`config.mk`:
```
export PLATFORM = sky130hd
export DESIGN_NAME = led_bank
export DESIGN_NICKNAME = d
export VERILOG_FILES = /design/src/rtl/led_bank.sv
export SDC_FILE = /design/constraint.sdc
export NUM_CORES = 1
export LEC_CHECK = 0
export CELL_PAD_IN_SITES_DETAIL_PLACEMENT = 0
export CELL_PAD_IN_SITES_GLOBAL_PLACEMENT = 1
export CORE_ASPECT_RATIO = 2
export CORE_MARGIN = 5
export CORE_UTILIZATION = 39
export DETAILED_ROUTE_END_ITERATION = 10
export PLACE_DENSITY_LB_ADDON = 0.08
export RECOVER_POWER = 50
export SYNTH_ARGS = -nofsm -noshare
export SYNTH_HDL_FRONTEND = slang
export SYNTH_SLANG_ARGS = --single-unit
```
`constraint.sdc`:
```
create_clock -name clock -period 2.1 [get_ports clock]
set_clock_uncertainty 0.2 [all_clocks]
set_input_delay 0.42 -clock clock [delete_from_list [all_inputs] [get_ports clock]]
set_output_delay 0.42 -clock clock [all_outputs]
set_load 0.01 [all_outputs]
```
`src/rtl/led_bank.sv`:
```
// Instruction-driven 8-LED output bank: a static pattern plus a per-LED blink mask
// whose phase is flipped by a free-running prescaler every BlinkWait cycles.
module led_bank #(
  parameter int BlinkWait = 25000000,
  parameter int BlinkSize = 32
) (
  input  logic        clock,
  input  logic        reset,
  input  logic [11:0] inst,
  input  logic        inst_en,
  output logic [7:0]  leds,
  output logic        error
);

  typedef enum logic [1:0] {
    StReset = 2'd0,
    StReady = 2'd1,
    StError = 2'd2
  } state_t;

  localparam logic [BlinkSize-1:0] CntLast = BlinkSize'(BlinkWait - 1);

  localparam logic [3:0] OpNop = 4'h0;
  localparam logic [3:0] OpLdi = 4'h1;
  localparam logic [3:0] OpLdb = 4'h2;
  localparam logic [3:0] OpTgl = 4'h3;

  state_t               r_state;
  state_t               w_stateNext;
  logic [7:0]           r_pattern;
  logic [7:0]           r_mask;
  logic                 r_phase;
  logic [BlinkSize-1:0] r_cnt;
  logic [7:0]           r_leds;
  logic                 r_error;

  logic [7:0]           w_patternNext;
  logic [7:0]           w_maskNext;
  logic                 w_phaseNext;
  logic [BlinkSize-1:0] w_cntNext;
  logic [7:0]           w_ledsNext;
  logic                 w_errorNext;

  logic [3:0]           w_opcode;
  logic [7:0]           w_imm;
  logic                 w_cntWrap;

  assign w_opcode  = inst[11:8];
  assign w_imm     = inst[7:0];
  assign w_cntWrap = (r_cnt == CntLast);

  always_ff @(posedge clock) begin
    if (reset) begin
      r_state <= StReset;
    end else begin
      r_state <= w_stateNext;
    end
  end

  always_comb begin
    w_stateNext = r_state;
    case (r_state)
      StReset: w_stateNext = StReady;
      StReady: begin
        if (inst_en && (w_opcode > OpTgl)) begin
          w_stateNext = StError;
        end
      end
      StError: w_stateNext = StError;
      default: w_stateNext = StReset;
    endcase
  end

  // Everything stays cleared outside Ready, including on the edge that enters Error.
  always_comb begin
    w_patternNext = 8'h00;
    w_maskNext    = 8'h00;
    w_phaseNext   = 1'b0;
    w_cntNext     = '0;
    if ((r_state == StReady) && (w_stateNext == StReady)) begin
      w_patternNext = r_pattern;
      w_maskNext    = r_mask;
      w_phaseNext   = w_cntWrap ? ~r_phase : r_phase;
      w_cntNext     = w_cntWrap ? '0 : r_cnt + BlinkSize'(1);
      if (inst_en) begin
        case (w_opcode)
          OpNop: ;
          OpLdi: w_patternNext = w_imm;
          OpLdb: begin
            w_maskNext  = w_imm;
            w_cntNext   = '0;
            w_phaseNext = 1'b0;
          end
          OpTgl: w_patternNext = r_pattern ^ w_imm;
          default: ;
        endcase
      end
    end
    w_ledsNext  = w_patternNext ^ (w_maskNext & {8{w_phaseNext}});
    w_errorNext = (w_stateNext == StError);
  end

  // Outputs are registered from the next-state values so an instruction shows up one edge later.
  always_ff @(posedge clock) begin
    if (reset) begin
      r_pattern <= 8'h00;
      r_mask    <= 8'h00;
      r_phase   <= 1'b0;
      r_cnt     <= '0;
      r_leds    <= 8'h00;
      r_error   <= 1'b0;
    end else begin
      r_pattern <= w_patternNext;
      r_mask    <= w_maskNext;
      r_phase   <= w_phaseNext;
      r_cnt     <= w_cntNext;
      r_leds    <= w_ledsNext;
      r_error   <= w_errorNext;
    end
  end

  assign leds  = r_leds;
  assign error = r_error;

endmodule

```
==> run summary, run 1 <==
arrival time at the worst endpoint - 2290 ps
Final Util - 56.3%
failing checks - setup timing
Crit Path Class - reg -> reg
P&R area growth vs syn - 41.5%
Routed Antenna Nets - 0
Tcrit/Tclk final - 108%
first-pass GRT wire length - 10,800 um
Yosys reg bits - 60
Ys Warns - 0
DR vias/cell - 5.11
IO buf count - 23
clk buf depth - 2
Setup-failing EPs final - 40
clock sinks - 60
Hold Path Class - reg -> reg
post-synthesis cell area - 2760 um^2
Yosys cell types - 48
CTS Hold Bufs - 0
Clk Latency, worst-skew pair - 330 ps
Reg power frac - 44.3%
core area - 6940 um^2
most common cell after layout, fill and taps aside - dfxtp_1
Starting Density - 39.8%
leak pwr - 1.57 nW
CP startpoint kind - flop
wire per inst - 14.1 um
crit-path max FO - 5
Sw Ratio - 21.6%
CP Capture Type - flop
WP data required - 2110 ps
Final Max Tran Viols - 0
sw power - 0.565 mW
# DRC - 0
nets@finish - 415
placed inst area - 3490 um^2
die width - 69.5 um
status - complete, but fails checks
Ports - 24
Post-Syn Nets - 328
power density over the cells - 670 nW/um^2
root buf cell - clkbuf_16
Relative slew margins - 70.6%
CTS buffer count - 9
Hold WS - 246 ps
most frequent cells in the layout - 58 x dfxtp_1, 57 x buf_4, 38 x nor2_1
Overall Power - 2.62 mW
post-synthesis sequential area ratio - 43.5%
Hold Fails Final Rpt - 0
diode count - 0
Internal Pwr Total - 2.05 mW
total gr overflow - 0
Max rail drop VDD - 602 uV
height of the die - 129 um
pre-CTS WS - -405 ps
number of global-route vias before repair - 2,451
drt pass-1 iters - 4
Synth Instances - 312
die area - 8960 um^2
setup ws final - -177 ps
FMAX - 0.439 GHz
layout cells sized above 1 - 24.1%
final WL - 6950 um
row cnt - 43
clock-pin slew on the worst setup and hold paths - 50 ps
Final Wtd Congestion - 0.739
hpwl dp - 5040 um
WHS Path Cells - 1
TritonCTS clock tree - yes
Combinational Power Share - 6.7%
via count - 2,513
Max-Cap Viols - 0
r2r worst-path depth - 6
overall global routing resource usage - 15.7%
RSZ-0062 raised after global routing - yes
syn avg cell area - 8.85 um^2
pin slew with the least headroom to its limit - 440 ps
initial antenna violation count - 0
largest net degree at the start of global routing - 21
Final Critical Period - 2280 ps
Design Area, Final - 3910 um^2
CTS H-tree depth - 3
initial drt markers - 74
Clock power frac - 49.0%
[Yosys cell counts (all sizes together)]
cell      n  share of area (%)
a21o      2               0.54
and4      4                1.3
nand2b    1               0.23
or2       2               0.45
a21boi    5                1.4
inv       7               0.95
a31oi     1               0.77
a211oi    1               0.27
o21bai    8                2.2
nor4      4                1.7
nor3b     1               0.27
nand2    26                3.5
nand3    15                2.7
or4b      1               0.50
nor3      5                1.3
and3      5                1.1
a21oi    17                3.1
xor2     18                5.7
o211a     1               0.36
a221oi    1               0.32
buf       7                1.3
mux2      7                2.9
nor2     39                5.3
dfxtp    60                 44
o21ai    11                2.0
ha        1               0.45
or4       2               0.68
and2      9                2.0
nand4bb   1               0.41
nor4bb    1               0.36
xnor2     6                1.9
or3       9                2.1
nor2b     2               0.45
mux2i     1               0.36
o21a      1               0.27
o221ai    5                1.6
clkbuf    6               0.82
nand4    18                4.6
nand4b    1               0.32
[final timing paths]
kind	from	end	slack [ps]
hold reg to reg	r_state[1]	r_state[0]	250
hold / removal	r_state[1]	r_state[0]	250
setup reg to reg	r_cnt[15]	leds[1]	-180
setup / recovery	r_cnt[15]	leds[1]	-180
[layer usage]
metal	track usage (%)	vias to the layer above	part of all wire, %
met4	9.21	0	3.8
li1	-	1285	-
met2	30.4	45	55
met3	5.24	18	4.4
met5	0	-	0
met1	13.7	1165	37
[flip-flops by register name, summed over array words and instances, names as in the netlist]
register and flops:
error 1, r_pattern 8, r_phase 1, leds 8
r_cnt 32, r_state 2, r_mask 8
[stage by stage]
stage	TNS [ps]	cells
after floorplan	-356	312
after global placement	-12030	470
after detailed placement	-13460	470
after CTS	-1530	485
after global routing	-6810	492
final	-3920	492
[final cells by class]
class,instances,area [um^2]
fill,638,3030
timing repair buffer,88,764
sequential,60,1200
clock buffer,11,243
clock inverter,3,15.0
inverter,7,26.3
multi-input combinational,233,1540
tap,90,113
[power by group through the flow]
stage	Sequential (mW)	Clock [mW]	Combinational, mW
detailed placement	1.18	0	0.156
global placement	1.18	0	0.155
finish	1.16	1.28	0.175
floorplan	1.19	0	0.0652
CTS	1.16	1.32	0.157
global route	1.16	1.38	0.191
[critical path, cell delays in order, from the launching register on]
cell and delay (ps):
dfxtp_2 320, or4b_4 550, nor4_4 250, buf_4 180, a31oi_4 120, o21bai_1 200, mux2_1 330
[cell families after synthesis]
family	count (synthesis)	share of synthesized area [%]
AO/OA/AOI/OAI	53	12.7
XOR/XNOR	24	7.62
adder cells (fa/ha/maj)	1	0.453
buffers and inverters	20	3.08
flip-flops	60	43.5
multiplexers	8	3.22
AND/OR/NAND/NOR	146	29.4
[repair_timing]
item | in CTS | in global routing
gates resized for setup | 4 | 16
cloned | 0 | 4
setup buffers | 1 | 3
setup endpoints to repair | 31 | 41
pin swaps | 2 | 9
Power figures use the tool's default switching activity.
==> inputs of run 2 (changes only) <==
--- a/config.mk
+++ b/config.mk
@@ -11,6 +11,7 @@
 export CORE_MARGIN = 5
 export CORE_UTILIZATION = 39
 export DETAILED_ROUTE_END_ITERATION = 10
+export GPL_TIMING_DRIVEN = 1
 export PLACE_DENSITY_LB_ADDON = 0.08
 export RECOVER_POWER = 50
 export SYNTH_ARGS = -nofsm -noshare
==> results of run 2 <==
The final DEF is identical to that of run 1; final timing and power are the same.
